===== src/rtl/comparador_branch.sv =====
// Branch comparator: registered taken/flag result behind a one-entry valid/ready output stage.
// Optional taken-statistics counter is built when COMPARADOR_STATS_EN is defined.
`timescale 1ns/1ps
module comparador_branch #(
   parameter int WIDTH = 32,
   parameter int CNT_W = 16
) (
   input  logic             clk,
   input  logic             rst_n,
   input  logic             in_valid,
   output logic             in_ready,
   input  logic [WIDTH-1:0] A,
   input  logic [WIDTH-1:0] B,
   input  logic [2:0]       mode,
   input  logic             flush,
   output logic             out_valid,
   input  logic             out_ready,
   output logic             taken,
   output logic             igual,
   output logic             menor,
   output logic             menor_u
`ifdef COMPARADOR_STATS_EN
   ,
   input  logic             stat_clr,
   output logic [CNT_W-1:0] stat_taken
`endif
);

   if (WIDTH < 8 || WIDTH > 64) begin : g_bad_width
      $error("comparador_branch: WIDTH out of range 8..64");
   end
   if (CNT_W < 4 || CNT_W > 32) begin : g_bad_cnt_w
      $error("comparador_branch: CNT_W out of range 4..32");
   end

   function automatic logic sel_taken(input logic [2:0] m,
                                      input logic       eq,
                                      input logic       lt,
                                      input logic       ltu,
                                      input logic       le0);
      logic t;
      t = 1'b0;
      case (m)
         3'b000:  t = eq;
         3'b001:  t = !eq;
         3'b010:  t = lt;
         3'b011:  t = !lt;
         3'b100:  t = ltu;
         3'b101:  t = !ltu;
         3'b110:  t = le0;
         default: t = !le0;
      endcase
      return t;
   endfunction

   function automatic logic [CNT_W-1:0] sat_inc(input logic [CNT_W-1:0] c);
      return (&c) ? c : c + 1'b1;
   endfunction

   logic signed [WIDTH-1:0] a_s_p0;
   logic signed [WIDTH-1:0] b_s_p0;
   logic                    igual_p0;
   logic                    menor_p0;
   logic                    menor_u_p0;
   logic                    le0_p0;
   logic                    taken_p0;
   logic                    acc_p0;

   logic                    vld_p1;
   logic                    taken_p1;
   logic                    igual_p1;
   logic                    menor_p1;
   logic                    menor_u_p1;
   logic                    xfer_p1;

   // Stage p0: combinational compare of the presented operands
   always_comb begin
      a_s_p0     = $signed(A);
      b_s_p0     = $signed(B);
      igual_p0   = (A == B);
      menor_p0   = (a_s_p0 < b_s_p0);
      menor_u_p0 = (A < B);
      le0_p0     = A[WIDTH-1] || (A == '0);
      taken_p0   = sel_taken(mode, igual_p0, menor_p0, menor_u_p0, le0_p0);
   end

   assign in_ready = (!vld_p1 || out_ready) && !flush;
   assign acc_p0   = in_valid && in_ready;
   // A squashed result never counts as delivered, even if out_ready was high.
   assign xfer_p1  = vld_p1 && out_ready && !flush;

   // Stage p1: result register, loaded only on an accepted input
   always_ff @(posedge clk or negedge rst_n) begin
      if (!rst_n) begin
         vld_p1     <= 1'b0;
         taken_p1   <= 1'b0;
         igual_p1   <= 1'b0;
         menor_p1   <= 1'b0;
         menor_u_p1 <= 1'b0;
      end else begin
         if (flush)        vld_p1 <= 1'b0;
         else if (acc_p0)  vld_p1 <= 1'b1;
         else if (xfer_p1) vld_p1 <= 1'b0;

         if (acc_p0) begin
            taken_p1   <= taken_p0;
            igual_p1   <= igual_p0;
            menor_p1   <= menor_p0;
            menor_u_p1 <= menor_u_p0;
         end
      end
   end

   assign out_valid = vld_p1;
   assign taken     = taken_p1;
   assign igual     = igual_p1;
   assign menor     = menor_p1;
   assign menor_u   = menor_u_p1;

`ifdef COMPARADOR_STATS_EN
   logic [CNT_W-1:0] stat_p2;

   // Stage p2: saturating count of delivered taken results; clear has priority
   always_ff @(posedge clk or negedge rst_n) begin
      if (!rst_n) begin
         stat_p2 <= '0;
      end else if (stat_clr) begin
         stat_p2 <= '0;
      end else if (xfer_p1 && taken_p1) begin
         stat_p2 <= sat_inc(stat_p2);
      end
   end

   assign stat_taken = stat_p2;
`endif

endmodule


===== config.mk =====
export PLATFORM = sky130hd
export DESIGN_NAME = comparador_branch
export DESIGN_NICKNAME = d
export VERILOG_FILES = /design/src/rtl/comparador_branch.sv
export SDC_FILE = /design/constraint.sdc
export NUM_CORES = 1
export LEC_CHECK = 0
export ABC_AREA = 1
export CORE_UTILIZATION = 30
export CTS_CLUSTER_SIZE = 20
export DETAILED_ROUTE_END_ITERATION = 10
export DONT_BUFFER_PORTS = 1
export PLACE_DENSITY_LB_ADDON = 0.15
export SETUP_SLACK_MARGIN = 0.5
export SKIP_LAST_GASP = 1
export SYNTH_ARGS = -nofsm -noshare
export SYNTH_HDL_FRONTEND = slang
export SYNTH_SLANG_ARGS = --single-unit

===== constraint.sdc =====
create_clock -name clk -period 0.9 [get_ports clk]
set_input_delay 0.09 -clock clk [delete_from_list [all_inputs] [get_ports clk]]
set_output_delay 0.09 -clock clk [all_outputs]
set_load 0.02 [all_outputs]

==> results of run 1 <==
==> layout by cell type (no fill, tap or decap), types with 5 or more instances in the layout <==
master	n
buf_4	6
inv_2	13
nand2_1	51
nand2_2	14
nor2_1	19
ha_1	7
inv_1	39
nand3_1	10
inv_4	7
buf_6	5
a21oi_1	12
ha_4	25
==> cells in the mapped netlist (all sizes together) <==
| library cell | n |
|---|---|
| nand2 | 69 |
| nor2 | 27 |
| ha | 32 |
| a21o | 1 |
| a31oi | 1 |
| dfrtp | 5 |
| inv | 62 |
| nand3 | 13 |
| o21a | 2 |
| nand4 | 2 |
| a21oi | 17 |
| and2 | 1 |
| o21ai | 5 |
| nor3 | 2 |
==> what timing repair did <==
action / CTS / global route
hold endpoints to repair: 6 / 6
pin swaps: 31 / 19
setup endpoints to repair: 11 / 16
resized for setup: 37 / 17
cloned: 0 / 0
buffers inserted: 1 / 1
==> per-stage QoR <==
stage | hold WS [ps] | utilization, %
3_5_place_dp | -205.5 | 41.64
6_report | -208.5 | 47.89
2_1_floorplan | -205.6 | -
4_1_cts | -71.10 | 46.06
3_3_place_gp | -205.5 | 41.64
5_1_grt | -193.7 | 47.89
==> flip-flops by register name (all words and copies together), names as in the netlist <==
signal,cells
menor_u,1
igual,1
menor,1
taken,1
out_valid,1
==> power by group through the flow <==
stage	Sequential, mW	Combinational, mW	Clock (mW)
finish	0.305	0.817	0.424
floorplan	0.317	0.523	0
global placement	0.306	0.675	0
global route	0.308	0.937	0.453
detailed placement	0.306	0.680	0
CTS	0.305	0.757	0.431
==> kinds of logic (layout without fill, tap and decap cells) <==
group	count (synthesis)	in the layout	synth area share, %
flops	5	5	9.066
compound gates	26	26	10.88
buf+inv	62	78	16.86
simple gates	114	114	34.18
fa+ha+maj	32	32	29.01
==> worst paths after layout <==
check	from	end	cells after the start
max reg2reg	out_valid	taken	5
min reg2reg	taken	taken	2
min in group clk	flush	out_valid	1
max in group asynchronous	rst_n	out_valid	1
min	rst_n	taken	1
max	B[31]	taken	15
==> worst register-to-register path: stages, from the launching register on <==
cell and delay (ps):
dfrtp_2 420, a21oi_4 150, nand2_2 140, a31oi_1 170, nand2_1 70, nand2_1 50
==> final cells by class <==
cell class | instances | area (um^2) | area share (%)
timing repair buffer | 12 | 113.9 | 5.423
clock buffer | 4 | 45.04 | 2.145
inverter | 62 | 277.8 | 13.23
sequential | 5 | 130.1 | 6.198
tap | 52 | 65.06 | 3.099
multi-input combinational | 172 | 1468 | 69.90
==> routing by layer <==
metal  GRT usage, %  part of all wire, %
met3          2.616                  8.1
met4          2.667                 0.51
met2          23.61                   48
met5              0                    0
met1          16.90                   43
==> impl_metrics.csv, run 1 <==
group,metric,value,unit
yosys,netlist_top_cells_area,"ha_1 (29%), nand2_1 (18%), inv_1 (17%)",
floorplan,core,4384,um^2
final_layout,final_nets,360,
pwr,p_comb_share,52.9,%
global_route,grt_pass1_wl,5.451,mm
pwr,power.switching,0.5681,mW
yosys,yosys_warnings,0,
final_layout,fin_cells,307,
job,maxCapViolations,0,
critical_path,crit_top_cell,"nand2_1",
place,place_inst,300,
routing,avgRoutedWirePerCell,10.80,um
global_route,grt_overflow_total,0,
critical_path,critPathMaxFanout,3,
clock_tree,root_buffer,"clkbuf_8",
floorplan,start_util,31.48,%
pwr,clkPwrFrac,27.4,%
run_status,status,"finished with violations",
yosys,yosysSeqAreaShare,9.066,%
clock_tree,cts_tree,"built",
routing,vias,1393,
place,dpl_cell_area,1826,um^2
final_layout,n_antenna_cell,0,
clock_tree,cts-buffers-inserted,3,
clock_tree,clkSinkCount,5,
floorplan,io-pin-count,78,
yosys,synth_nets,343,
timing,whs,-208.5,ps
pwr,total_power,1.545,mW
routing,ant_nets,0,
run_status,violations,"negative hold slack, negative setup slack",
global_route,first_global_vias,1346,
yosys,synth-seq-cells,5,
critical_path,crit_chain,"inv_12 > ha_4 > nand2_4 > nor2_4 > nand2_2 > nor2_4 > nand3_2 > nand3_2 > nand2_1 > inv_1 > nand2_1 > nor2_1 > nand3_1 > nand2_1 > nand2_1",
critical_path,worstPathRequired,1010,ps
floorplan,die_w,69.83,um
routing,drt-pass1-iter-count,4,
routing,drc,0,
clock_tree,clock_latency,220,ps
global_route,antenna_found_initial,0,
critical_path,critPathSlowestCell,"ha_4",
critical_path,critPathLaunchType,"primary input",
timing,clock_skew,0.7839,ps
place,gp_congestion,0.7357,
timing,timing.final.crit_share,136.2,%
yosys,synth_area,1380,um^2
critical_path,cpLargestDelayFamily,"simple AND/OR/NAND/NOR gates",
global_route,grtUsageTotal,13.42,%
clock_tree,ctsHtreeMaxLevel,1,
timing,hold_viol_final,6,
pwr,power_density,736.1,nW/um^2
timing,worst_slack,-325.7,ps
final_layout,drive_gt1_share,40.00,%
timing,fmax,815.9,MHz
timing,slew_headroom,83.08,%
timing,tightest_slew,253.7,ps
yosys,ys_types,18,
critical_path,worstSetupPathType,"primary input to register",
timing,setup_viol,5,
clock_tree,ctsHoldBuffers,1,
critical_path,cp_slowest_stage_delay,270,ps
clock_tree,clk_pin_slew,40,ps
pwr,ir_drop,0.001151,V
place,portBuffers,0,
yosys,synth_largest_area_cell,"ha_1",
yosys,syn_avg_cell_area,5.774,um^2
timing,tns,-1144,ps
critical_path,arrival,1340,ps
global_route,grt_max_degree,9,
pwr,leakagePower,1.028,nW
yosys,synth_top_area_share,29.01,%
final_layout,syn2layout_area_growth,52.13,%
timing,period_needed,1226,ps
place,dp_hpwl,2.816,mm
pwr,seqPwrFrac,19.7,%
final_layout,stdcell_area,2100,um^2
place,dp_slack,-608.4,ps
routing,vias_per_cell,4.537,
critical_path,cp_num_buf_inv,2,
clock_tree,cts_buffer_depth,2,
routing,drt_wl_total,3.316,mm
pwr,internal_power,0.9774,mW
yosys,synth_cells,239,
floorplan,dieArea,4876,um^2
critical_path,critPathCaptureType,"register",
floorplan,die_h,69.83,um
final_layout,fill_cells,441,
timing,rsz0062_at_grt,"yes",
routing,drtIter0Drc,20,
critical_path,r2r_slack,-160,ps
pwr,p_sw_share,36.76,%
floorplan,rows,24,
worst_hold_path,min_path_type,"primary input to async pin",
timing,slew_violations,0,
Note: power is estimated with default switching activity, not from simulation.
==> run 2, diff against run 1 <==
- MAX_ROUTING_LAYER: unset -> met4
==> run 2 against run 1 <==
Compared with the run above:
- the run still ends with negative hold slack, negative setup slack left
- design area is the same
- fmax barely moved
- clock power hardly changed
- sequential cell count unchanged
- global-route usage is 0.35 points higher
- final cell count did not move
- first-iteration DRC count up 85%
- largest cell class unchanged
- largest power group unchanged
- highest routed layer is now met3
==> impl_metrics.csv, run 2 (synthesis gave the netlist of run 1 again) <==
group,metric,value,unit
final_layout,drive_gt1_share,40.00,%
floorplan,core,4384,um^2
timing,clock_skew,0.7783,ps
timing,setup_viol,5,
global_route,grt_max_degree,9,
routing,drt-pass1-iter-count,4,
routing,vias,1390,
critical_path,critPathCaptureType,"register",
timing,hold_viol_final,6,
final_layout,syn2layout_area_growth,52.13,%
global_route,grtUsageTotal,13.76,%
clock_tree,ctsHoldBuffers,1,
final_layout,final_cell_mix,"nand2_1 (51), inv_1 (39), ha_4 (25), nor2_1 (19), nand2_2 (14)",
run_status,status,"finished with violations",
global_route,grt_overflow_total,0,
timing,timing.final.crit_share,136.2,%
critical_path,cp_num_buf_inv,2,
critical_path,crit_top_cell,"nand2_1",
floorplan,rows,24,
routing,vias_per_cell,4.528,
clock_tree,clkSinkCount,5,
job,maxCapViolations,0,
clock_tree,cts-buffers-inserted,3,
timing,rsz0062_at_grt,"yes",
final_layout,fill_cells,441,
critical_path,critPathLaunch,"B[31]",
critical_path,arrival,1340,ps
clock_tree,cts_buffer_depth,2,
clock_tree,clk_pin_slew,40,ps
critical_path,cpLargestDelayFamily,"simple AND/OR/NAND/NOR gates",
clock_tree,ctsHtreeMaxLevel,1,
floorplan,dieArea,4876,um^2
final_layout,layout_commonest_cell,"nand2_1",
routing,drc,0,
clock_tree,clock_latency,220,ps
routing,drtIter0Drc,37,
critical_path,critPathMaxFanout,3,
routing,drt_wl_total,3.327,mm
floorplan,die_h,69.83,um
pwr,leakagePower,1.028,nW
critical_path,critPathSlowestCell,"ha_4",
timing,worst_slack,-325.4,ps
final_layout,n_antenna_cell,0,
critical_path,worstPathRequired,1010,ps
routing,avgRoutedWirePerCell,10.84,um
floorplan,die_w,69.83,um
worst_hold_path,min_path_type,"primary input to async pin",
critical_path,worstSetupPathType,"primary input to register",
critical_path,reg2reg_from,"out_valid",
timing,period_needed,1225,ps
place,dp_hpwl,2.816,mm
timing,tightest_slew,252.5,ps
pwr,power_density,735.1,nW/um^2
global_route,first_global_vias,1349,
clock_tree,root_buffer,"clkbuf_8",
critical_path,cp_slowest_stage_delay,270,ps
run_status,violations,"negative hold slack, negative setup slack",
global_route,antenna_found_initial,0,
critical_path,critPathLaunchType,"primary input",
global_route,grt_pass1_wl,5.437,mm
place,gp_congestion,0.7448,
timing,fmax,816.1,MHz
timing,slew_violations,0,
pwr,ir_drop,0.001144,V
timing,slew_headroom,83.17,%
final_layout,fin_util,47.89,%
floorplan,io-pin-count,78,
critical_path,crit_chain,"inv_12 > ha_4 > nand2_4 > nor2_4 > nand2_2 > nor2_4 > nand3_2 > nand3_2 > nand2_1 > inv_1 > nand2_1 > nor2_1 > nand3_1 > nand2_1 > nand2_1",
timing,whs,-207.9,ps
final_layout,final_nets,360,
clock_tree,cts_tree,"built",
floorplan,start_util,31.48,%
place,dp_slack,-608.4,ps
routing,ant_nets,0,
place,portBuffers,0,
-- run 2: cell counts in the layout (fill, tap and decap cells not counted) --
Identical to the previous run, type by type.
-- run 2: worst paths after layout --
path | slack (ps) | to | depth (start not counted)
max in group asynchronous | 890 | out_valid | 1
setup / recovery | -330 | taken | 15
hold reg to reg | 510 | taken | 2
setup reg to reg | -160 | taken | 5
min in group clk | -70 | out_valid | 1
hold / removal | -210 | taken | 1
-- run 2: layout make-up --
class | instances | area, um^2 | share of cell area, %
multi-input combinational | 172 | 1468 | 69.90
inverter | 62 | 277.8 | 13.23
sequential | 5 | 130.1 | 6.198
timing repair buffer | 12 | 113.9 | 5.423
tap | 52 | 65.06 | 3.099
clock buffer | 4 | 45.04 | 2.145
-- run 2: layer usage --
metal  vias up  routed length [um]  track usage [%]
li1        769                   -                -
met1       571                1457            16.99
met2        50                1615            23.61
met3         0                 254            2.326
met4         0                   0            2.667
met5         -                   0                -
-- run 2: worst reg2reg max path, cell delays in order, from the launching register on --
cell and delay (ps):
dfrtp_2 420, a21oi_4 150, nand2_2 140, a31oi_1 170, nand2_1 70, nand2_1 50
-- run 2: timing repair --
item	CTS	global route
pin swaps	31	19
setup endpoints to repair	11	16
setup buffers	1	1
gates resized for setup	37	17
hold endpoints to repair	6	6
cloned	0	0
-- run 2: through the flow --
stage,cells,setup TNS (ps),hold slack (ps),power [mW],cell area [um^2]
detailed placement,300,-1877,-205.5,0.9858,1826
finish,307,-1144,-207.9,1.543,2100
floorplan,239,-1097,-205.6,0.8410,1693
global placement,300,-1935,-205.5,0.9814,1826
CTS,306,-1033,-71.10,1.494,2019
global route,307,-1657,-193.7,1.698,2100
-- run 2: power breakdown --
| part | internal, mW | switching (mW) |
|---|---|---|
| clock | 0.305 | 0.117 |
| sequential | 0.260 | 0.0444 |
| combinational | 0.412 | 0.404 |
